## src/rtl/ah_cam_wr_if.sv

```systemverilog
// Upstream request, CAM write and credit-return signals of the CAM write initiator.
// master is the initiator side; slave is the side that feeds it and owns the CAM.
interface ah_cam_wr_if #(
    parameter int DATAW = 128,
    parameter int CNTW  = 5
);
    logic             in_valid;
    logic             in_ready;
    logic [DATAW-1:0] in_data;
    logic             wvalid;
    logic [DATAW-1:0] wdata;
    logic             wcredit;
    logic [CNTW:0]    credits;
    logic [15:0]      stall_cnt;
    logic             cred_err;

    modport master (
        input  in_valid, in_data, wcredit,
        output in_ready, wvalid, wdata, credits, stall_cnt, cred_err
    );

    modport slave (
        output in_valid, in_data, wcredit,
        input  in_ready, wvalid, wdata, credits, stall_cnt, cred_err
    );
endinterface

```

## src/rtl/ah_cam_wr_initiator.sv

```systemverilog
// Credit-based CAM write initiator: a 2-entry input FIFO drains into single-cycle
// CAM write strobes, one per available credit, with stall and overflow reporting.
//
// state  | meaning
// INIT   | after reset: load credits, accept nothing
// RUN    | credits available, buffered entries are issued
// NOCRED | credit count is zero, entries wait in the buffer
module ah_cam_wr_initiator #(
    parameter int CAMDEPTH = 20,
    parameter int DATAW    = 128,
    parameter int CNTW     = 5
) (
    input  logic        clk,
    input  logic        rst_an,
    ah_cam_wr_if.master bus
);
    typedef enum logic [1:0] {
        INIT   = 2'd0,
        RUN    = 2'd1,
        NOCRED = 2'd2
    } state_t;

    localparam logic [CNTW:0] DEPTH_C = (CNTW+1)'(CAMDEPTH);

    state_t           state_q, state_d;
    logic [CNTW:0]    credits_q, credits_d;
    logic             cred_err_q, cred_err_d;
    logic [15:0]      stall_q, stall_d;
    logic             wvalid_q, wvalid_d;
    logic [DATAW-1:0] wdata_q, wdata_d;
    logic [DATAW-1:0] mem0_q, mem0_d;
    logic [DATAW-1:0] mem1_q, mem1_d;
    logic             wr_ptr_q, wr_ptr_d;
    logic             rd_ptr_q, rd_ptr_d;
    logic [1:0]       occ_q, occ_d;

    logic             in_ready;
    logic             push;
    logic             issue;
    logic             credit_ret;
    logic             overflow;
    logic [DATAW-1:0] head;

    // Issue only spends credits already registered; a same-cycle return lands next cycle.
    assign in_ready   = (state_q != INIT) && (occ_q != 2'd2);
    assign push       = bus.in_valid && in_ready;
    assign issue      = (state_q != INIT) && (occ_q != 2'd0) && (credits_q != '0);
    assign credit_ret = bus.wcredit && (state_q != INIT);
    assign overflow   = credit_ret && !issue && (credits_q == DEPTH_C);
    assign head       = rd_ptr_q ? mem1_q : mem0_q;

    always_comb begin
        state_d    = state_q;
        credits_d  = credits_q;
        cred_err_d = cred_err_q;
        case (state_q)
            INIT: begin
                credits_d = DEPTH_C;
                state_d   = RUN;
            end
            RUN, NOCRED: begin
                if (overflow) begin
                    cred_err_d = 1'b1;
                end else begin
                    credits_d = credits_q - (CNTW+1)'(issue) + (CNTW+1)'(credit_ret);
                end
                state_d = (credits_d == '0) ? NOCRED : RUN;
            end
            default: state_d = INIT;
        endcase
    end

    always_comb begin
        mem0_d   = mem0_q;
        mem1_d   = mem1_q;
        wr_ptr_d = wr_ptr_q ^ push;
        rd_ptr_d = rd_ptr_q ^ issue;
        occ_d    = occ_q + {1'b0, push} - {1'b0, issue};
        if (push && !wr_ptr_q) mem0_d = bus.in_data;
        if (push &&  wr_ptr_q) mem1_d = bus.in_data;

        wvalid_d = issue;
        wdata_d  = issue ? head : wdata_q;

        stall_d = stall_q;
        if ((occ_q != 2'd0) && (credits_q == '0) && (stall_q != 16'hFFFF)) begin
            stall_d = stall_q + 16'd1;
        end
    end

    always_ff @(posedge clk or negedge rst_an) begin
        if (!rst_an) begin
            state_q    <= INIT;
            credits_q  <= '0;
            cred_err_q <= 1'b0;
            stall_q    <= '0;
            wvalid_q   <= 1'b0;
            wdata_q    <= '0;
            mem0_q     <= '0;
            mem1_q     <= '0;
            wr_ptr_q   <= 1'b0;
            rd_ptr_q   <= 1'b0;
            occ_q      <= '0;
        end else begin
            state_q    <= state_d;
            credits_q  <= credits_d;
            cred_err_q <= cred_err_d;
            stall_q    <= stall_d;
            wvalid_q   <= wvalid_d;
            wdata_q    <= wdata_d;
            mem0_q     <= mem0_d;
            mem1_q     <= mem1_d;
            wr_ptr_q   <= wr_ptr_d;
            rd_ptr_q   <= rd_ptr_d;
            occ_q      <= occ_d;
        end
    end

    assign bus.in_ready  = in_ready;
    assign bus.wvalid    = wvalid_q;
    assign bus.wdata     = wdata_q;
    assign bus.credits   = credits_q;
    assign bus.stall_cnt = stall_q;
    assign bus.cred_err  = cred_err_q;
endmodule
```

## src/flat_wrapper.sv

```systemverilog
// flat-port wrapper written by rule: the top's interface ports become plain ports
module ah_cam_wr_initiator_flat 
#(
    parameter int CAMDEPTH = 20,
    parameter int DATAW    = 128,
    parameter int CNTW     = 5
)
  (clk, rst_an, bus_in_valid, bus_in_data, bus_wcredit, bus_in_ready, bus_wvalid, bus_wdata, bus_credits, bus_stall_cnt, bus_cred_err);
  ah_cam_wr_if #(.DATAW(DATAW), .CNTW(CNTW)) bus_i ();
  input  logic clk;
  input  logic rst_an;
  input wire logic [$bits(bus_i.in_valid)-1:0] bus_in_valid;
  input wire logic [$bits(bus_i.in_data)-1:0] bus_in_data;
  input wire logic [$bits(bus_i.wcredit)-1:0] bus_wcredit;
  output wire logic [$bits(bus_i.in_ready)-1:0] bus_in_ready;
  output wire logic [$bits(bus_i.wvalid)-1:0] bus_wvalid;
  output wire logic [$bits(bus_i.wdata)-1:0] bus_wdata;
  output wire logic [$bits(bus_i.credits)-1:0] bus_credits;
  output wire logic [$bits(bus_i.stall_cnt)-1:0] bus_stall_cnt;
  output wire logic [$bits(bus_i.cred_err)-1:0] bus_cred_err;
  assign bus_i.in_valid = bus_in_valid;
  assign bus_i.in_data = bus_in_data;
  assign bus_i.wcredit = bus_wcredit;
  assign bus_in_ready = bus_i.in_ready;
  assign bus_wvalid = bus_i.wvalid;
  assign bus_wdata = bus_i.wdata;
  assign bus_credits = bus_i.credits;
  assign bus_stall_cnt = bus_i.stall_cnt;
  assign bus_cred_err = bus_i.cred_err;
  ah_cam_wr_initiator #(.CAMDEPTH(CAMDEPTH), .DATAW(DATAW), .CNTW(CNTW)) u_core (.clk(clk), .rst_an(rst_an), .bus(bus_i));
endmodule
```

## config.mk

```make
export PLATFORM = sky130hd
export DESIGN_NAME = ah_cam_wr_initiator_flat
export DESIGN_NICKNAME = d
export VERILOG_FILES = /design/src/rtl/ah_cam_wr_if.sv /design/src/rtl/ah_cam_wr_initiator.sv /design/src/flat_wrapper.sv
export SDC_FILE = /design/constraint.sdc
export NUM_CORES = 1
export LEC_CHECK = 0
export CAP_MARGIN = 15
export CORE_UTILIZATION = 40
export DETAILED_ROUTE_END_ITERATION = 10
export GPL_ROUTABILITY_DRIVEN = 0
export MAX_ROUTING_LAYER = met4
export PLACE_DENSITY = 0.63
export REMOVE_ABC_BUFFERS = 1
export SLEW_MARGIN = 20
export SYNTH_ARGS = -nofsm -noshare
export SYNTH_HDL_FRONTEND = slang
export SYNTH_SLANG_ARGS = --single-unit
export TNS_END_PERCENT = 50
```

## constraint.sdc

```tcl
create_clock -name clk -period 3.8 [get_ports clk]
set_clock_uncertainty 0.1 [all_clocks]
set_input_delay 0.76 -clock clk [delete_from_list [all_inputs] [get_ports clk]]
set_output_delay 0.76 -clock clk [all_outputs]
set_load 0.005 [all_outputs]
```

Yosys cells after proc, flatten, opt, wreduce, memory -nomap -nowiden
Index checks and enable logic that the tools add are counted.
Widths: inputs -> output; s select.
{ "totals": {"reg_bits": 414, "inputBits": 132, "out_inout_bits": 153, "word_cells": 51} }
{ "classes": {"addsub": 5, "eq_ne": 5, "mux": 6, "bitwise_logic": 2, "n_reduce_logical": 22} }
{ "ops": {"columns": ["operator", "n"], "rows": [
  ["$mux 128", 1],
  ["$add 16x1->16 const B", 1],
  ["$ne 16x16->1 const B", 1],
  ["$logic_not 6->1", 2],
  ["$mux 6", 2],
  ["$pmux 6 s2", 1],
  ["$logic_and 1x1->1", 11],
  ["$add 6x1->6", 1],
  ["$eq 6x5->1 const B", 1],
  ["$reduce_bool 2->1", 3],
  ["$reduce_bool 6->1", 1],
  ["$sub 6x1->6", 1],
  ["$pmux 2 s2", 1],
  ["$add 2x1->2", 1],
  ["$eq 2x1->1 const B", 1],
  ["$eq 2x2->1 const B", 1],
  ["$logic_not 1->1", 2],
  ["$logic_not 2->1", 1],
  ["$mux 2", 1],
  ["$ne 2x2->1 const B", 1],
  ["$reduce_and 2->1", 1],
  ["$reduce_or 2->1", 1],
  ["$sub 2x1->2", 1],
  ["$xor 1x1->1", 2]
]} }

Depth between registers and ports, before layout
{ "depth": {"word_depth": 11, "mapped_depth": 13, "depth_no_buf": 13} }

Least setup slack after synthesis
OpenSTA, ideal clock, no wires.
{ "synth_timing": {"path_kind": "register to register", "from": "reg u_core.credits_q[4], in the netlist u_core.bus.credits[4]", "to": "reg u_core.state_q[0]", "setup_ps": 124, "arrival_time_ps": 2555, "required_time_ps": 3576, "path_slack_ps": 1020, "stages_incl_launch_ff": 12, "path_buffers": 0, "period_less_slack_ps": 2780, "path_cell_list": "dfrtp_1 > inv_1 > ha_1 > and4bb_4 > nor3_4 > nand2b_1 > nand2_1 > ha_1 > fa_1 > nor4_4 > a311oi_1 > or2_1"} }
{ "synth_via": {"elab_chain_cells": 10, "word_cells_on_any_way": 13, "classes_between": "2 x add/sub; 1 x eq/ne; 4 x mux; 6 x reduce/logical"} }
{ "synth_lines": {"columns": ["element", "line_no", "source"], "rows": [
  ["start: declaration", "ah_cam_wr_initiator.sv:26", "logic [CNTW:0] credits_q, credits_d;"],
  ["start signal: assignment", "ah_cam_wr_initiator.sv:106", "credits_q <= credits_d;"],
  ["branches (longest 5 deep; another with $sub 6x1->6)", null, null],
  ["$mux 6 (*)", "ah_cam_wr_initiator.sv:62", "if (overflow) begin"],
  ["$mux 6 (*)", "ah_cam_wr_initiator.sv:56", "case (state_q)"],
  ["$logic_not 6->1 (*)", "ah_cam_wr_initiator.sv:67", "state_d = (credits_d == '0) ? NOCRED : RUN;"],
  ["$mux 2 (*)", "ah_cam_wr_initiator.sv:67", null],
  ["$pmux 2 s2 (*)", "ah_cam_wr_initiator.sv:56", null],
  ["net u_core.state_d[0]", "ah_cam_wr_initiator.sv:25", "state_t state_q, state_d;"],
  ["end signal: assignment", "ah_cam_wr_initiator.sv:105", "state_q <= state_d;"],
  ["end: declaration", "ah_cam_wr_initiator.sv:25", null]
]} }
Mark *: on every way through the listed nets, which the timed path passes. The select of a mux whose other input is x is not followed.
A chain may end at the register's enable or synchronous reset.

Worst setup path after layout
{ "layout_timing": {"from": "reg u_core.credits_q[4], in the netlist u_core.bus.credits[4]", "to": "reg u_core.wdata_q[97], in the netlist u_core.bus.wdata[97]"} }
{ "layout_via": {"elab_chain_cells": 2} }
{ "layout_lines": {"columns": ["element", "line_no", "source"], "rows": [
  ["$reduce_bool 6->1", "ah_cam_wr_initiator.sv:47", "assign issue = (state_q != INIT) && (occ_q != 2'd0) && (credits_q != '0);"],
  ["$logic_and 1x1->1", "ah_cam_wr_initiator.sv:47", null],
  ["end signal: assignment", "ah_cam_wr_initiator.sv:110", "wdata_q <= wdata_d;"],
  ["end: declaration", "ah_cam_wr_initiator.sv:30", "logic [DATAW-1:0] wdata_q, wdata_d;"]
]} }
No other way between the ends.

==> impl_metrics.py <==
metrics = {
    "floorplan": {
        "core_sq_um": 41900,
        "rows": 75,
        "dieArea_sq_um": 43300,
        "die_h_microns": 208,
        "ioPinCount": 285,
        "die-width_microns": 208,
        "start_util": 0.405,
    },
    "job": {
        "drv_cap": 0,
    },
    "global_routing": {
        "grt_usage": 0.185,
        "antenna_found_initial": 5,
        "grt_first_pass_wirelength_microns": 62100,
        "grt_pass1_vias": 11500,
        "grt_remaining_overflow": 0,
        "grt_max_degree": 169,
    },
    "critical_path": {
        "end_kind": "register",
        "critPathMaxFanout": 168,
        "crit_chain": "inv_1 -> ha_1 -> and4bb_4 -> nor3_4 -> buf_12 -> buf_4 -> nor2_1 -> a21oi_1",
        "slowest_delay_ns": 0.83,
        "critical_path_class": "register to register",
        "worstPathArrival_ns": 3.48,
        "crit_path_top_delay_cell": "buf_4",
        "cp_data_required_time_ns": 4.17,
        "r2r_slack_ns": 0.69,
        "critical_path.startpoint_type": "register",
    },
    "pwr": {
        "power_density_nw_per_um2": 930,
        "p_clk_frac": 0.214,
        "switching_share": 0.320,
        "seqPwrFrac": 0.389,
        "switchingPower_mw": 6.54,
        "vdd_drop_max_mv": 0.565,
        "p_int_mw": 13.9,
        "power.share.combinational": 0.398,
        "p_leak_nw": 9.42,
    },
    "detailed_routing": {
        "drt_pre_antenna_iters": 6,
        "drtIter0Drc": 770,
        "via_per_inst": 5.08,
        "wire_per_inst_microns": 17.9,
        "ant_nets": 0,
        "vias": 10700,
        "routed_wl_microns": 37800,
        "drc": 0,
    },
    "cells_and_area": {
        "final_core_util": 0.525,
        "nNetsFinal": 1688,
        "layout_common_cells": "dfrtp_1, clkdlybuf4s50_1, mux2_2",
        "final_layout_size_suffix_gt1_frac": 0.230,
        "areaGrowthSynthToFinish_pct": 29.5,
        "mostFrequentLayoutCell": "dfrtp_1",
        "final_cells": 2114,
    },
    "clocking": {
        "clkTransAtPathRegs_ns": 0.06,
        "ctsHoldBuffers": 0,
        "cts_made_buffers": 46,
        "root_buffer": "clkbuf_16",
        "cts_max_level": 2,
        "worst_skew_pair.late_latency_ns": 0.56,
        "cts-resized-gates": 0,
        "clock_path_buffers": 3,
        "clock_sinks": 414,
        "post_cts_buffers": 0,
        "cts_tree": "yes",
    },
    "timing": {
        "relSlewSlack": 0.373,
        "drv_slew": 0,
        "fin_tns_setup_ns": 0,
        "finalSetupViolCount": 0,
        "fmax_mhz": 322,
        "final-hold-violation-count": 0,
        "rsz0062_at_grt": "false",
        "post-route-min-period_ns": 3.11,
        "period_share": 0.818,
        "worst_slew_pin_slew_ns": 0.940,
    },
    "placed_design": {
        "post-place-cells": 2031,
        "numPortBuffers": 284,
        "dp_hpwl_microns": 23500,
    },
    "synth": {
        "ys_seq_area_frac": 0.610,
        "yosysWarnings": 0,
        "ys.flop_type": "dfrtp_1",
        "syn_area_sq_um": 17000,
        "syn_inst": 1260,
        "avgSynthCellArea_sq_um": 13.5,
        "synth-edff-count": 0,
        "ys_types": 48,
        "async_flop_share": 1.00,
        "synth-seq-cells": 414,
    },
    "min_path": {
        "hp-class": "input port to async pin",
    },
    "status": {
        "status": "completed",
    },
}
-- synth_stat cells (3+ instances only) --
cell type | count | area share
o32ai_1 | 3 | 0.0015
clkbuf_1 | 28 | 0.0062
nand4_1 | 6 | 0.0022
mux2_2 | 259 | 0.17
xnor2_1 | 13 | 0.0067
a21oi_1 | 134 | 0.039
nand2_1 | 12 | 0.0027
mux2i_1 | 128 | 0.075
ha_1 | 15 | 0.011
inv_1 | 15 | 0.0033
o21ai_0 | 3 | 0.00088
nand2b_1 | 3 | 0.0011
buf_1 | 4 | 0.00088
nand3_1 | 4 | 0.0012
buf_2 | 39 | 0.011
nor2_1 | 142 | 0.031
dfrtp_1 | 414 | 0.61
xor2_1 | 5 | 0.0026
-- path summary, 6_finish.rpt --
path | start | endpoint | depth (start not counted)
min in group clk | u_core.bus.cred_err$_DFFE_PN0P_ | u_core.bus.cred_err$_DFFE_PN0P_ | 1
min | rst_an | u_core.mem1_q[108]$_DFFE_PN0P_ | 1
max in group asynchronous | rst_an | u_core.mem1_q[41]$_DFFE_PN0P_ | 2
max reg2reg | u_core.bus.credits[4]$_DFFE_PN0P_ | u_core.bus.wdata[97]$_DFFE_PN0P_ | 8
min reg2reg | u_core.bus.cred_err$_DFFE_PN0P_ | u_core.bus.cred_err$_DFFE_PN0P_ | 1
max | u_core.bus.credits[4]$_DFFE_PN0P_ | u_core.bus.wdata[97]$_DFFE_PN0P_ | 8
-- flip-flops by register name, indices dropped and copies added (netlist names) --
signal                cells
u_core.bus.wvalid         1
u_core.bus.cred_err       1
u_core.rd_ptr_q           1
u_core.state_q            2
u_core.bus.stall_cnt     16
u_core.bus.credits        6
u_core.bus.wdata        128
u_core.occ_q              2
u_core.mem0_q           128
u_core.wr_ptr_q           1
u_core.mem1_q           128
-- logic make-up (layout without fill, tap and decap cells) --
family | Yosys count | count (layout) | share of synthesized area
compound gates | 152 | 152 | 0.0499
buf+inv | 86 | 396 | 0.0219
mux | 387 | 387 | 0.247
xor+xnor | 18 | 18 | 0.00928
simple gates | 187 | 187 | 0.0497
fa+ha+maj | 16 | 16 | 0.0122
other cells | 0 | 5 | 0
flops | 414 | 414 | 0.610
-- layer usage --
| metal | track usage | share of wire |
|---|---|---|
| met1 | 0.239 | 0.46 |
| met2 | 0.286 | 0.47 |
| met3 | 0.0415 | 0.051 |
| met4 | 0.0639 | 0.021 |
| met5 | - | 0 |
-- critical path, delay by kind of cell (launching register included) --
kind                       cells  cell delay [ns]
AOI/OAI and AO/OA              1             0.15
DFF                            1             0.43
buffers and inverters          3             1.44
and+or+nand+nor                3             0.56
adders and majority gates      1             0.20
-- per-stage QoR --
step	setup slack (ns)	instance area, sq um	total power, mW	hold slack (ns)
after floorplan	-3.74	16700	13.3	0.356
after global placement	0.778	20500	16.0	0.349
after detailed placement	0.675	20500	16.3	0.358
after CTS	0.632	22000	20.8	0.0720
after global routing	0.373	22000	21.9	0.107
final	0.692	22000	20.5	0.0827
-- cell type report --
| cell class | instances | area (sq um) |
|---|---|---|
| well taps | 539 | 674 |
| multi-input cells | 760 | 6280 |
| fillers | 3592 | 19900 |
| clock buffers | 72 | 1440 |
| clock inverters | 6 | 57.6 |
| diodes | 5 | 12.5 |
| flip-flops and latches | 414 | 10400 |
| repair buffers | 303 | 3120 |
| inverters | 15 | 56.3 |
-- power groups by stage --
stage          sequential, mW  combinational [mW]  clock (mW)
2_1_floorplan            7.98                5.31           0
4_1_cts                  7.98                8.28        4.51
6_report                 7.95                8.14        4.37
5_1_grt                  8.27                8.99        4.69
3_3_place_gp             7.93                8.04           0
3_5_place_dp             8.04                8.22           0
(Power assumes the default switching activity.)
